$ cat src/rtl/axil2apb_bridge_mc_if.sv
// Bus bundle for the AXI-Lite to multi-slave APB bridge.
// Carries both the upstream AXI-Lite channels and the downstream APB
// signals so the bridge and its environment connect through one instance.
//   slave  : the bridge view (AXI-Lite slave towards the CPU side, APB
//            master towards the peripherals)
//   master : the environment view (drives AXI-Lite requests and APB
//            slave responses)
interface axil2apb_bridge_mc_if #(
  parameter int AXI_LITE_AW = 32,
  parameter int AXI_LITE_DW = 32,
  parameter int APB_AW      = 32,
  parameter int N_SLV       = 4
);
  // AXI-Lite write address / data / response
  logic [AXI_LITE_AW-1:0]     awaddr;
  logic [2:0]                 awprot;
  logic                       awvalid;
  logic                       awready;
  logic [AXI_LITE_DW-1:0]     wdata;
  logic [AXI_LITE_DW/8-1:0]   wstrb;
  logic                       wvalid;
  logic                       wready;
  logic [1:0]                 bresp;
  logic                       bvalid;
  logic                       bready;
  // AXI-Lite read address / data
  logic [AXI_LITE_AW-1:0]     araddr;
  logic [2:0]                 arprot;
  logic                       arvalid;
  logic                       arready;
  logic [AXI_LITE_DW-1:0]     rdata;
  logic [1:0]                 rresp;
  logic                       rvalid;
  logic                       rready;
  // APB master side, one psel/pready/pslverr/prdata lane per slave
  logic [APB_AW-1:0]          paddr;
  logic [2:0]                 pprot;
  logic                       pwrite;
  logic [AXI_LITE_DW-1:0]     pwdata;
  logic [AXI_LITE_DW/8-1:0]   pstrb;
  logic [N_SLV-1:0]           psel;
  logic                       penable;
  logic [N_SLV*AXI_LITE_DW-1:0] prdata;
  logic [N_SLV-1:0]           pready;
  logic [N_SLV-1:0]           pslverr;

  modport slave (
    input  awaddr, awprot, awvalid, output awready,
    input  wdata, wstrb, wvalid,    output wready,
    output bresp, bvalid,           input  bready,
    input  araddr, arprot, arvalid, output arready,
    output rdata, rresp, rvalid,    input  rready,
    output paddr, pprot, pwrite, pwdata, pstrb, psel, penable,
    input  prdata, pready, pslverr
  );

  modport master (
    output awaddr, awprot, awvalid, input  awready,
    output wdata, wstrb, wvalid,    input  wready,
    input  bresp, bvalid,           output bready,
    output araddr, arprot, arvalid, input  arready,
    input  rdata, rresp, rvalid,    output rready,
    input  paddr, pprot, pwrite, pwdata, pstrb, psel, penable,
    output prdata, pready, pslverr
  );
endinterface

$ cat src/rtl/axil2apb_bridge_mc.sv
// AXI-Lite slave to N-slave APB master bridge.
// One transfer in flight; write/read arbitrated round-robin in IDLE.
// Each APB slave owns a 2**SLV_WIN_LOG2 byte window starting at PERIPH_BA;
// anything outside the map answers DECERR without touching APB.
// Optional build macro AXIL2APB_TIMEOUT_EN: aborts an ACCESS phase with
// SLVERR / 32'hDEAD_BEEF after TIMEOUT_CYC cycles without pready.
module axil2apb_bridge_mc #(
  parameter int                     AXI_LITE_AW  = 32,
  parameter int                     AXI_LITE_DW  = 32,
  parameter int                     APB_AW       = 32,
  parameter logic [AXI_LITE_AW-1:0] PERIPH_BA    = '0,
  parameter int                     N_SLV        = 4,
  parameter int                     SLV_WIN_LOG2 = 12,
  parameter int                     TIMEOUT_CYC  = 256
) (
  input logic                  clk_i,
  input logic                  rst_ni,
  axil2apb_bridge_mc_if.slave  bus
);

  localparam int IDX_W = (N_SLV > 1) ? $clog2(N_SLV) : 1;
  localparam logic [AXI_LITE_AW-1:0] WIN_MASK =
    AXI_LITE_AW'((64'd1 << SLV_WIN_LOG2) - 64'd1);

  if (AXI_LITE_DW != 32) begin : g_dw_check
    $error("axil2apb_bridge_mc: AXI_LITE_DW must be 32");
  end
  if (APB_AW > AXI_LITE_AW) begin : g_aw_check
    $error("axil2apb_bridge_mc: APB_AW must not exceed AXI_LITE_AW");
  end
  if (N_SLV < 1 || N_SLV > 16) begin : g_nslv_check
    $error("axil2apb_bridge_mc: N_SLV must be 1..16");
  end
  if (TIMEOUT_CYC < 1) begin : g_to_check
    $error("axil2apb_bridge_mc: TIMEOUT_CYC must be positive");
  end

  typedef enum logic [2:0] {IDLE, SETUP, ACCESS, RESP_W, RESP_R} state_e;

  state_e                   state_q, state_d;
  logic                     rr_wr_q;
  logic                     is_wr_q;
  logic [IDX_W-1:0]         idx_q;
  logic [APB_AW-1:0]        paddr_q;
  logic [2:0]               pprot_q;
  logic [AXI_LITE_DW-1:0]   pwdata_q;
  logic [AXI_LITE_DW/8-1:0] pstrb_q;
  logic [1:0]               resp_q;
  logic [AXI_LITE_DW-1:0]   rdata_q;

  logic                     wr_req, rd_req, wr_pick;
  logic                     wr_grant, rd_grant;
  logic [AXI_LITE_AW-1:0]   req_addr, req_off, req_idx_full;
  logic                     dec_err;
  logic                     sel_ready, sel_err, to_hit;
  logic [AXI_LITE_DW-1:0]   sel_rdata;

  assign wr_req       = bus.awvalid & bus.wvalid;
  assign rd_req       = bus.arvalid;
  assign wr_pick      = wr_req & (~rd_req | rr_wr_q);
  assign req_addr     = wr_pick ? bus.awaddr : bus.araddr;
  assign req_off      = req_addr - PERIPH_BA;
  assign req_idx_full = req_off >> SLV_WIN_LOG2;
  assign dec_err      = (req_addr < PERIPH_BA) ||
                        (req_idx_full >= AXI_LITE_AW'(N_SLV));

  assign sel_ready = bus.pready[idx_q];
  assign sel_err   = bus.pslverr[idx_q];
  assign sel_rdata = bus.prdata[idx_q*AXI_LITE_DW +: AXI_LITE_DW];

`ifdef AXIL2APB_TIMEOUT_EN
  localparam int TO_RAW = $clog2(TIMEOUT_CYC + 1);
  localparam int TO_W   = (TO_RAW < 8) ? 8 : ((TO_RAW > 16) ? 16 : TO_RAW);
  logic [TO_W-1:0] to_cnt_q;

  // The count reaches TIMEOUT_CYC at the edge closing the TIMEOUT_CYC-th ACCESS cycle
  assign to_hit = (to_cnt_q == TO_W'(TIMEOUT_CYC - 1));

  // ACCESS cycle counter, cleared while in SETUP so it starts at zero on entry
  always_ff @(posedge clk_i or negedge rst_ni) begin
    if (!rst_ni) begin
      to_cnt_q <= '0;
    end else if (state_q == SETUP) begin
      to_cnt_q <= '0;
    end else if (state_q == ACCESS) begin
      to_cnt_q <= to_cnt_q + 1'b1;
    end
  end
`else
  assign to_hit = 1'b0;
`endif

  // State register
  always_ff @(posedge clk_i or negedge rst_ni) begin
    if (!rst_ni) state_q <= IDLE;
    else         state_q <= state_d;
  end

  // Next-state and accept handshakes; decode errors skip the APB phases
  always_comb begin
    state_d  = state_q;
    wr_grant = 1'b0;
    rd_grant = 1'b0;
    case (state_q)
      IDLE: begin
        if (wr_pick) begin
          wr_grant = 1'b1;
          state_d  = dec_err ? RESP_W : SETUP;
        end else if (rd_req) begin
          rd_grant = 1'b1;
          state_d  = dec_err ? RESP_R : SETUP;
        end
      end
      SETUP:  state_d = ACCESS;
      ACCESS: if (sel_ready || to_hit) state_d = is_wr_q ? RESP_W : RESP_R;
      RESP_W: if (bus.bready) state_d = IDLE;
      RESP_R: if (bus.rready) state_d = IDLE;
      default: state_d = IDLE;
    endcase
  end

  // Request capture at accept, response capture at the end of ACCESS
  always_ff @(posedge clk_i or negedge rst_ni) begin
    if (!rst_ni) begin
      rr_wr_q  <= 1'b1;
      is_wr_q  <= 1'b0;
      idx_q    <= '0;
      paddr_q  <= '0;
      pprot_q  <= '0;
      pwdata_q <= '0;
      pstrb_q  <= '0;
      resp_q   <= '0;
      rdata_q  <= '0;
    end else begin
      if (wr_grant || rd_grant) begin
        is_wr_q  <= wr_grant;
        idx_q    <= IDX_W'(req_idx_full);
        paddr_q  <= APB_AW'(req_off & WIN_MASK);
        pprot_q  <= wr_grant ? bus.awprot : bus.arprot;
        pwdata_q <= wr_grant ? bus.wdata : '0;
        pstrb_q  <= wr_grant ? bus.wstrb : '0;
        resp_q   <= dec_err ? 2'b11 : 2'b00;
        rdata_q  <= '0;
        if (wr_req && rd_req) rr_wr_q <= ~rr_wr_q;
      end
      if (state_q == ACCESS) begin
        if (sel_ready) begin
          resp_q  <= sel_err ? 2'b10 : 2'b00;
          rdata_q <= is_wr_q ? '0 : sel_rdata;
        end else if (to_hit) begin
          resp_q  <= 2'b10;
          rdata_q <= is_wr_q ? '0 : AXI_LITE_DW'(32'hDEAD_BEEF);
        end
      end
    end
  end

  assign bus.awready = wr_grant;
  assign bus.wready  = wr_grant;
  assign bus.arready = rd_grant;
  assign bus.bvalid  = (state_q == RESP_W);
  assign bus.rvalid  = (state_q == RESP_R);
  assign bus.bresp   = resp_q;
  assign bus.rresp   = resp_q;
  assign bus.rdata   = rdata_q;

  assign bus.psel    = ((state_q == SETUP) || (state_q == ACCESS)) ?
                       (N_SLV'(1) << idx_q) : '0;
  assign bus.penable = (state_q == ACCESS);
  assign bus.paddr   = paddr_q;
  assign bus.pprot   = pprot_q;
  assign bus.pwrite  = is_wr_q;
  assign bus.pwdata  = pwdata_q;
  assign bus.pstrb   = pstrb_q;

endmodule
$ cat src/flat_wrapper.sv
// flat-port wrapper written by rule: the top's interface ports become plain ports
module axil2apb_bridge_mc_flat 
#(
  parameter int                     AXI_LITE_AW  = 32,
  parameter int                     AXI_LITE_DW  = 32,
  parameter int                     APB_AW       = 32,
  parameter logic [AXI_LITE_AW-1:0] PERIPH_BA    = '0,
  parameter int                     N_SLV        = 4,
  parameter int                     SLV_WIN_LOG2 = 12,
  parameter int                     TIMEOUT_CYC  = 256
)
  (clk_i, rst_ni, bus_awaddr, bus_awprot, bus_awvalid, bus_awready, bus_wdata, bus_wstrb, bus_wvalid, bus_wready, bus_bresp, bus_bvalid, bus_bready, bus_araddr, bus_arprot, bus_arvalid, bus_arready, bus_rdata, bus_rresp, bus_rvalid, bus_rready, bus_paddr, bus_pprot, bus_pwrite, bus_pwdata, bus_pstrb, bus_psel, bus_penable, bus_prdata, bus_pready, bus_pslverr);
  axil2apb_bridge_mc_if #(.AXI_LITE_AW(AXI_LITE_AW), .AXI_LITE_DW(AXI_LITE_DW), .APB_AW(APB_AW), .N_SLV(N_SLV)) bus_i ();
  input logic clk_i;
  input logic rst_ni;
  input wire logic [$bits(bus_i.awaddr)-1:0] bus_awaddr;
  input wire logic [$bits(bus_i.awprot)-1:0] bus_awprot;
  input wire logic [$bits(bus_i.awvalid)-1:0] bus_awvalid;
  output wire logic [$bits(bus_i.awready)-1:0] bus_awready;
  input wire logic [$bits(bus_i.wdata)-1:0] bus_wdata;
  input wire logic [$bits(bus_i.wstrb)-1:0] bus_wstrb;
  input wire logic [$bits(bus_i.wvalid)-1:0] bus_wvalid;
  output wire logic [$bits(bus_i.wready)-1:0] bus_wready;
  output wire logic [$bits(bus_i.bresp)-1:0] bus_bresp;
  output wire logic [$bits(bus_i.bvalid)-1:0] bus_bvalid;
  input wire logic [$bits(bus_i.bready)-1:0] bus_bready;
  input wire logic [$bits(bus_i.araddr)-1:0] bus_araddr;
  input wire logic [$bits(bus_i.arprot)-1:0] bus_arprot;
  input wire logic [$bits(bus_i.arvalid)-1:0] bus_arvalid;
  output wire logic [$bits(bus_i.arready)-1:0] bus_arready;
  output wire logic [$bits(bus_i.rdata)-1:0] bus_rdata;
  output wire logic [$bits(bus_i.rresp)-1:0] bus_rresp;
  output wire logic [$bits(bus_i.rvalid)-1:0] bus_rvalid;
  input wire logic [$bits(bus_i.rready)-1:0] bus_rready;
  output wire logic [$bits(bus_i.paddr)-1:0] bus_paddr;
  output wire logic [$bits(bus_i.pprot)-1:0] bus_pprot;
  output wire logic [$bits(bus_i.pwrite)-1:0] bus_pwrite;
  output wire logic [$bits(bus_i.pwdata)-1:0] bus_pwdata;
  output wire logic [$bits(bus_i.pstrb)-1:0] bus_pstrb;
  output wire logic [$bits(bus_i.psel)-1:0] bus_psel;
  output wire logic [$bits(bus_i.penable)-1:0] bus_penable;
  input wire logic [$bits(bus_i.prdata)-1:0] bus_prdata;
  input wire logic [$bits(bus_i.pready)-1:0] bus_pready;
  input wire logic [$bits(bus_i.pslverr)-1:0] bus_pslverr;
  assign bus_i.awaddr = bus_awaddr;
  assign bus_i.awprot = bus_awprot;
  assign bus_i.awvalid = bus_awvalid;
  assign bus_awready = bus_i.awready;
  assign bus_i.wdata = bus_wdata;
  assign bus_i.wstrb = bus_wstrb;
  assign bus_i.wvalid = bus_wvalid;
  assign bus_wready = bus_i.wready;
  assign bus_bresp = bus_i.bresp;
  assign bus_bvalid = bus_i.bvalid;
  assign bus_i.bready = bus_bready;
  assign bus_i.araddr = bus_araddr;
  assign bus_i.arprot = bus_arprot;
  assign bus_i.arvalid = bus_arvalid;
  assign bus_arready = bus_i.arready;
  assign bus_rdata = bus_i.rdata;
  assign bus_rresp = bus_i.rresp;
  assign bus_rvalid = bus_i.rvalid;
  assign bus_i.rready = bus_rready;
  assign bus_paddr = bus_i.paddr;
  assign bus_pprot = bus_i.pprot;
  assign bus_pwrite = bus_i.pwrite;
  assign bus_pwdata = bus_i.pwdata;
  assign bus_pstrb = bus_i.pstrb;
  assign bus_psel = bus_i.psel;
  assign bus_penable = bus_i.penable;
  assign bus_i.prdata = bus_prdata;
  assign bus_i.pready = bus_pready;
  assign bus_i.pslverr = bus_pslverr;
  axil2apb_bridge_mc #(.AXI_LITE_AW(AXI_LITE_AW), .AXI_LITE_DW(AXI_LITE_DW), .APB_AW(APB_AW), .PERIPH_BA(PERIPH_BA), .N_SLV(N_SLV), .SLV_WIN_LOG2(SLV_WIN_LOG2), .TIMEOUT_CYC(TIMEOUT_CYC)) u_core (.clk_i(clk_i), .rst_ni(rst_ni), .bus(bus_i));
endmodule
$ cat config.mk
export PLATFORM = sky130hd
export DESIGN_NAME = axil2apb_bridge_mc_flat
export DESIGN_NICKNAME = d
export VERILOG_FILES = /design/src/rtl/axil2apb_bridge_mc_if.sv /design/src/rtl/axil2apb_bridge_mc.sv /design/src/flat_wrapper.sv
export SDC_FILE = /design/constraint.sdc
export NUM_CORES = 1
export LEC_CHECK = 0
export ABC_CLOCK_PERIOD_IN_PS = 2200
export CAP_MARGIN = 20
export CORE_AREA = 5 5 138 140
export CTS_BUF_LIST = sky130_fd_sc_hd__clkbuf_8
export DETAILED_ROUTE_END_ITERATION = 6
export DIE_AREA = 0 0 143 145
export PLACE_DENSITY = 0.68
export SLEW_MARGIN = 20
export SYNTH_ARGS = -nofsm -noshare
export SYNTH_HDL_FRONTEND = slang
export SYNTH_SLANG_ARGS = --single-unit
export TNS_END_PERCENT = 1
$ cat constraint.sdc
create_clock -name clk_i -period 2.2 [get_ports clk_i]
set_clock_uncertainty 0.1 [all_clocks]
set_input_delay 0.44 -clock clk_i [delete_from_list [all_inputs] [get_ports clk_i]]
set_output_delay 0.44 -clock clk_i [all_outputs]
set_load 0.01 [all_outputs]
==> summary.md, run 1 <==
| Metric | Value |
|---|---|
| Starting Density | 0.269 |
| Avg Inst Size Synth | 12.8 µm² |
| Buffers added on ports | 346 |
| Ant diodes | 0 |
| Leak | 3.71 nW |
| Min-Delay Path Class | input port to asynchronous set/reset pin |
| Clock transition at the registers of the reported paths | 0.10 ns |
| Crit end category | primary output |
| Dpl hpwl | 15,300 µm |
| CTS tree | built |
| CTS sink cnt | 92 |
| CTS root buf | clkbuf_8 |
| Sw power | 0.00349 W |
| Total wire length | 19,100 µm |
| CP Max Fanout | 7 |
| Total Nets Final | 972 |
| Tmin final | 2.12 ns |
| Area Overhead vs Synth | 83.1% |
| Post-synth EDFFs | 0 |
| Antenna Nets Post-Route | 0 |
| First-pass GRT wire length | 28,400 µm |
| YS warnings | 0 |
| Switching part of the total power | 0.363 |
| Die Ht | 145 µm |
| Post-Synthesis Cell Area | 0.00477 mm² |
| Final hold viol count | 0 |
| Reg2reg end | u_core.bus.rdata[30]$_DFF_PN0_ |
| Count of pins over their slew limit | 0 |
| Site Rows | 49 |
| Initial antenna violation count | 0 |
| Number of global-route vias before repair | 5,159 |
| Required @ worst endpoint | 1.66 ns |
| Post-route design area | 0.00873 mm² |
| CTS Buffer Depth | 2 |
| H-tree Lvls | 3 |
| Share of cells above drive strength 1 | 0.135 |
| Final worst-path cycle share | 0.964 |
| Via density | 4.76 |
| Later-pin clock latency in the skew report | 0.37 ns |
| Maximum vdd drop | 542 µV |
| FMAX | 472 MHz |
| Area after DPL | 0.00850 mm² |
| Netlist cell types | 38 |
| Seq/Total Area, Yosys | 0.483 |
| Sequential Power Share | 0.312 |
| Primary FF master, synth | dfrtp_1 |
| Die area | 0.0207 mm² |
| PwrDens | 1100 mW/mm² |
| Reg2reg setup slack | 0.22 ns |
| Startpoint Class | flip-flop |
| FF+latch count, synth | 92 |
| Vias | 4,558 |
| Count of final setup violators | 0 |
| Largest net degree at the start of global routing | 58 |
| RSZ-0062 raised after global routing | yes |
| Overall routing resource usage | 0.176 |
| CP Class | flip-flop to primary output |
| Wirelength per Cell | 19.9 µm |
| RR Startpoint | u_core.idx_q[0]$_DFFE_PN0P_ |
| Combinational Power Share | 0.559 |
| Core area | 0.0177 mm² |
| Data arrival, critical path | 1.58 ns |
| Cell count after synthesis | 371 |
| Placer congestion estimate | 0.863 |
| Cell-internal power | 0.00612 W |
| Worst reg2reg path depth | 3 |
| Io pins | 367 |
| Final WS setup | 0.0796 ns |
| Max-cap viol count | 0 |
| DRT iter0 DRCs | 186 |
| Gr ovfl total | 0 |
| Synth async-reset ratio | 1.00 |
| Die X | 143 µm |
| Remaining DRCs | 0 |
| Clock share of power | 0.129 |
| Status | completed |
| Dpl ws | -0.367 ns |
| Cts bufs inserted | 9 |
| Total iterations of the first detailed-routing run | 4 |
## kinds of logic (layout without fill, tap and decap cells)
logic type	after synthesis	count (layout)	synth area share
DFF	92	92	0.483
other	1	20	0.000787
muxes	51	51	0.196
and+or+nand+nor	65	65	0.0703
buffers and inverters	58	396	0.0764
AOI/OAI and AO/OA	102	102	0.169
xor gates and xnor gates	2	2	0.00368
## repair_timing
item,4_1_cts,5_1_grt
buffers inserted,0,3
endpoints found under the setup margin,10,7
hold buffers,1,0
pin swaps,0,1
gates resized for setup,18,8
endpoints found under the hold margin,43,0
## critical path, cell delays in order, from the launching register on
cell,delay (ns)
dfrtp_1,0.42
buf_4,0.17
nor4_1,0.30
dlygate4sd2_1,0.32
## worst max path at each step
stage / start / to / slack [ns]
finish: u_core.state_q[2]$_DFFE_PN0P_ / bus_psel[0] / 0.08
global placement: bus_awvalid / bus_awready / -0.37
detailed placement: bus_wvalid / bus_awready / -0.37
floorplan: u_core.state_q[0]$_DFFE_PN0P_ / bus_wready / 0.22
global route: u_core.state_q[2]$_DFFE_PN0P_ / bus_psel[0] / -0.04
CTS: u_core.state_q[0]$_DFFE_PN0P_ / bus_psel[3] / -0.27
## power groups by stage
| stage | clock network (W) | logic (W) | registers (W) |
|---|---|---|---|
| 2_1_floorplan | 0 | 0.00236 | 0.00322 |
| 3_3_place_gp | 0 | 0.00537 | 0.00302 |
| 3_5_place_dp | 0 | 0.00544 | 0.00302 |
| 4_1_cts | 0.00129 | 0.00544 | 0.00302 |
| 5_1_grt | 0.00136 | 0.00576 | 0.00311 |
| 6_report | 0.00124 | 0.00537 | 0.00300 |
## metrics by stage
stage               instances  power, W  hold slack (ns)  TNS (ns)   util
floorplan                 390   0.00558           0.0444         0      -
global placement          937   0.00839            0.153     -1.32  0.480
detailed placement        937   0.00846            0.155     -2.05  0.480
CTS                       954   0.00976            0.265    -0.266  0.492
global route              957    0.0102            0.283   -0.0522  0.493
finish                    957   0.00961            0.304         0  0.493
## final cells by class
| type | count | area, µm² |
|---|---|---|
| timing repair buffer | 376 | 3720 |
| tap | 229 | 287 |
| sequential | 92 | 2310 |
| clock buffer | 9 | 124 |
| inverter | 4 | 15.0 |
| fill | 1569 | 8990 |
| multi-input combinational | 240 | 2180 |
| clock inverter | 7 | 92.6 |
## flip-flops by register name (all words and copies together), names as in the netlist
register,count
u_core.bus.bresp,2
u_core.bus.paddr,12
u_core.bus.pprot,3
u_core.bus.pstrb,4
u_core.bus.pwdata,32
u_core.bus.pwrite,1
u_core.bus.rdata,32
u_core.idx_q,2
u_core.rr_wr_q,1
u_core.state_q,3
## synthesized netlist by cell type (all sizes together) (2+ instances only)
cell,instances,share of area
inv,4,0.0031
xnor2,2,0.0037
dfrtp,91,0.48
nor2b,3,0.0039
o31ai,2,0.0031
nor2,7,0.0055
nand2,33,0.026
nor3,2,0.0045
nor4,9,0.012
a211oi,2,0.0031
nor3b,2,0.0055
o21ai,17,0.018
nand3,2,0.0021
clkbuf,11,0.0087
buf,43,0.065
and3,3,0.0050
a21oi,6,0.0063
a21o,2,0.0031
a22o,68,0.12
or3,2,0.0026
mux2i,17,0.036
o211ai,2,0.0031
mux4,34,0.16
## placed cells by master, fill, tap and decap left out, types with 2 or more instances in the layout
cell             count
a211oi_1             2
a21o_1               2
a21oi_1              5
a22o_1              68
and3_1               2
buf_12               5
buf_2                2
buf_4               25
clkbuf_2             3
clkbuf_8             9
clkdlybuf4s50_1    335
clkinv_4             2
conb_1              20
dfrtp_1             87
dfrtp_2              4
dlygate4sd2_1        4
inv_1                3
inv_6                2
mux2i_1             17
mux4_2              34
nand2_1             31
nand2_2              2
nand3_1              2
nor2_1               7
nor2b_1              3
nor4_1               9
o211ai_1             2
o21ai_0             15
o21ai_1              2
o31ai_1              2
or3_1                2
xnor2_1              2
## metal layers
metal,part of all wire,GRT usage
met5,0,0
met4,0.035,0.0794
met3,0.098,0.0500
met2,0.51,0.315
met1,0.36,0.191
(Power assumes the default switching activity.)
==> inputs of run 2 (changes only) <==
- CTS_CLUSTER_SIZE: default -> 8
- TNS_END_PERCENT: 1 -> default
==> run 2 against run 1 <==
  * Final cell count unchanged
  * Sequential share of layout area about the same
  * Power about the same
  * Non-clock buffer count unchanged
  * Routed wire length increased by 0.28%
  * Largest cell class unchanged
==> summary.md, run 2 (synthesis results as in run 1) <==
| Metric | Value |
|---|---|
| CP Max Fanout | 7 (unchanged) |
| Smallest hold slack | 0.305 ns (+0.00132 ns) |
| Final hold viol count | 0 (unchanged) |
| Cts bufs inserted | 9 (unchanged) |
| First-pass GRT wire length | 28,500 µm (+0.34%) |
| Met1 WL | 6890 µm (-0.19%) |
| Remaining DRCs | 0 (unchanged) |
| Setup TNS | 0 ns (unchanged) |
| Final worst-path cycle share | 0.968 (+0.00403) |
| Dpl ws | -0.367 ns (unchanged) |
| Critical path buffers and inverters | 2 (unchanged) |
| CTS tree | built |
| Slowest CP cell | dfrtp_1 |
| Status | completed |
| Buffers added on ports | 346 (unchanged) |
| Clock transition at the registers of the reported paths | 0.10 ns (about the same) |
| Final WS setup | 0.0707 ns (-0.00888 ns) |
| DRT iter0 DRCs | 169 (-9.1%) |
| Vias | 4,558 (unchanged) |
| Max-cap viol count | 0 (unchanged) |
| Top Metal Used | met4 |
| RSZ-0062 raised after global routing | yes |
| Min-Delay Path Class | input port to asynchronous set/reset pin |
| Initial antenna violation count | 0 (unchanged) |
| Maximum vdd drop | 542 µV (about the same) |
| Die Ht | 145 µm (unchanged) |
| Area Overhead vs Synth | 83.1% (about the same) |
| Site Rows | 49 (unchanged) |
| Crit. path cell count | 4 (+1) |
| Routed wl met2 | 9720 µm (+0.87%) |
| Commonest non-fill, non-tap cell in the layout | clkdlybuf4s50_1 |
| CTS sink cnt | 92 (unchanged) |
| Startpoint Class | flip-flop |
| Number of global-route vias before repair | 5,165 (+0.12%) |
| Overall routing resource usage | 0.177 (+0.000754) |
| Ant diodes | 0 (unchanged) |
| Area after DPL | 0.00850 mm² (unchanged) |
| CTS root buf | clkbuf_8 |
| CP cell instances | buf_4 > nor2_1 > and3_1 > dlygate4sd2_1 |
| FMAX | 470 MHz (-0.42%) |
| Io pins | 367 (unchanged) |
| CP Class | flip-flop to primary output |
| Later-pin clock latency in the skew report | 0.37 ns (about the same) |
| CTS Buffer Depth | 2 (unchanged) |
| Total wire length | 19,100 µm (+0.28%) |
| Placer congestion estimate | 0.863 (unchanged) |
| Total Nets Final | 972 (unchanged) |
| Data arrival, critical path | 1.59 ns (about the same) |
| Count of pins over their slew limit | 0 (unchanged) |
| Filler cells | 1,568 (-0.064%) |
| Met3 WL | 1840 µm (-1.0%) |
| Most frequent cells in the layout | clkdlybuf4s50_1 (335), dfrtp_1 (87), a22o_1 (68), mux4_2 (34), nand2_1 (31) |
| Gr ovfl total | 0 (unchanged) |
| Tmin final | 2.13 ns (+0.00888 ns) |
| Post-route design area | 0.00873 mm² (about the same) |
| Count of final setup violators | 0 (unchanged) |
| Design Power | 0.00961 W (about the same) |
| H-tree Lvls | 3 (unchanged) |
| Family with the most delay on the worst path | buffers and inverters |
| Multi-input gate area | 0.00218 mm² (unchanged) |
| Largest net degree at the start of global routing | 58 (unchanged) |
| Crit end category | primary output |
| Die area | 0.0207 mm² (unchanged) |
| Antenna Nets Post-Route | 0 (unchanged) |
| Share of cells above drive strength 1 | 0.135 (unchanged) |
| Via density | 4.76 (unchanged) |
| Total iterations of the first detailed-routing run | 4 (unchanged) |
| Starting Density | 0.269 (unchanged) |
| Core area | 0.0177 mm² (unchanged) |
| Worst reg2reg path depth | 3 (unchanged) |
| Wirelength per Cell | 20.0 µm (+0.28%) |
| FF/Latch Area | 0.00231 mm² (unchanged) |
| PwrDens | 1100 mW/mm² (about the same) |
| Die X | 143 µm (unchanged) |
| Crit path largest cell delay | 0.43 ns (about the same) |
| Dpl hpwl | 15,300 µm (unchanged) |
| Required @ worst endpoint | 1.66 ns (about the same) |
| Leak | 3.69 nW (-0.36%) |
[run 2: metal layers]
metal / vias up / track usage
li1: 2083 / -
met1: 2175 / 0.191
met2: 264 / 0.318
met3: 36 / 0.0500
met4: 0 / 0.0794
met5: - / 0
[run 2: worst paths after layout]
check / startpoint / to / slack [ns]
max in group asynchronous: rst_ni / u_core.rr_wr_q$_DFFE_PN1P_ / 1.03
worst max register to register: u_core.idx_q[0]$_DFFE_PN0P_ / u_core.bus.rdata[30]$_DFF_PN0_ / 0.22
worst max-delay path: u_core.state_q[2]$_DFFE_PN0P_ / bus_psel[3] / 0.07
worst min register to register: u_core.bus.paddr[10]$_DFFE_PN0P_ / u_core.bus.paddr[10]$_DFFE_PN0P_ / 0.39
min in group clk_i: u_core.bus.paddr[10]$_DFFE_PN0P_ / u_core.bus.paddr[10]$_DFFE_PN0P_ / 0.39
worst min-delay path: rst_ni / u_core.bus.rdata[18]$_DFF_PN0_ / 0.31
[run 2: cell type report]
cell class	count	share of cell area
clock buffer	9	0.0142
sequential	92	0.264
multi-input combinational	240	0.250
timing repair buffer	376	0.426
clock inverter	7	0.0106
tap	229	0.0328
inverter	4	0.00201
[run 2: stage by stage]
step           std cells  utilization
2_1_floorplan        390            -
3_3_place_gp         937        0.480
3_5_place_dp         937        0.480
4_1_cts              956        0.493
5_1_grt              957        0.493
6_report             957        0.493
[run 2: where the power goes]
group / switching, W / internal [W]
registers: 0.000544 / 0.00246
logic: 0.00226 / 0.00311
clock network: 0.000686 / 0.000555
total: 0.00349 / 0.00612
[run 2: repair_timing]
action,CTS,global route
endpoints found under the setup margin,10,6
buffers inserted,2,1
pin swaps,2,2
hold endpoints to repair,43,0
resized for setup,18,9
hold buffers,1,0
cloned,0,0
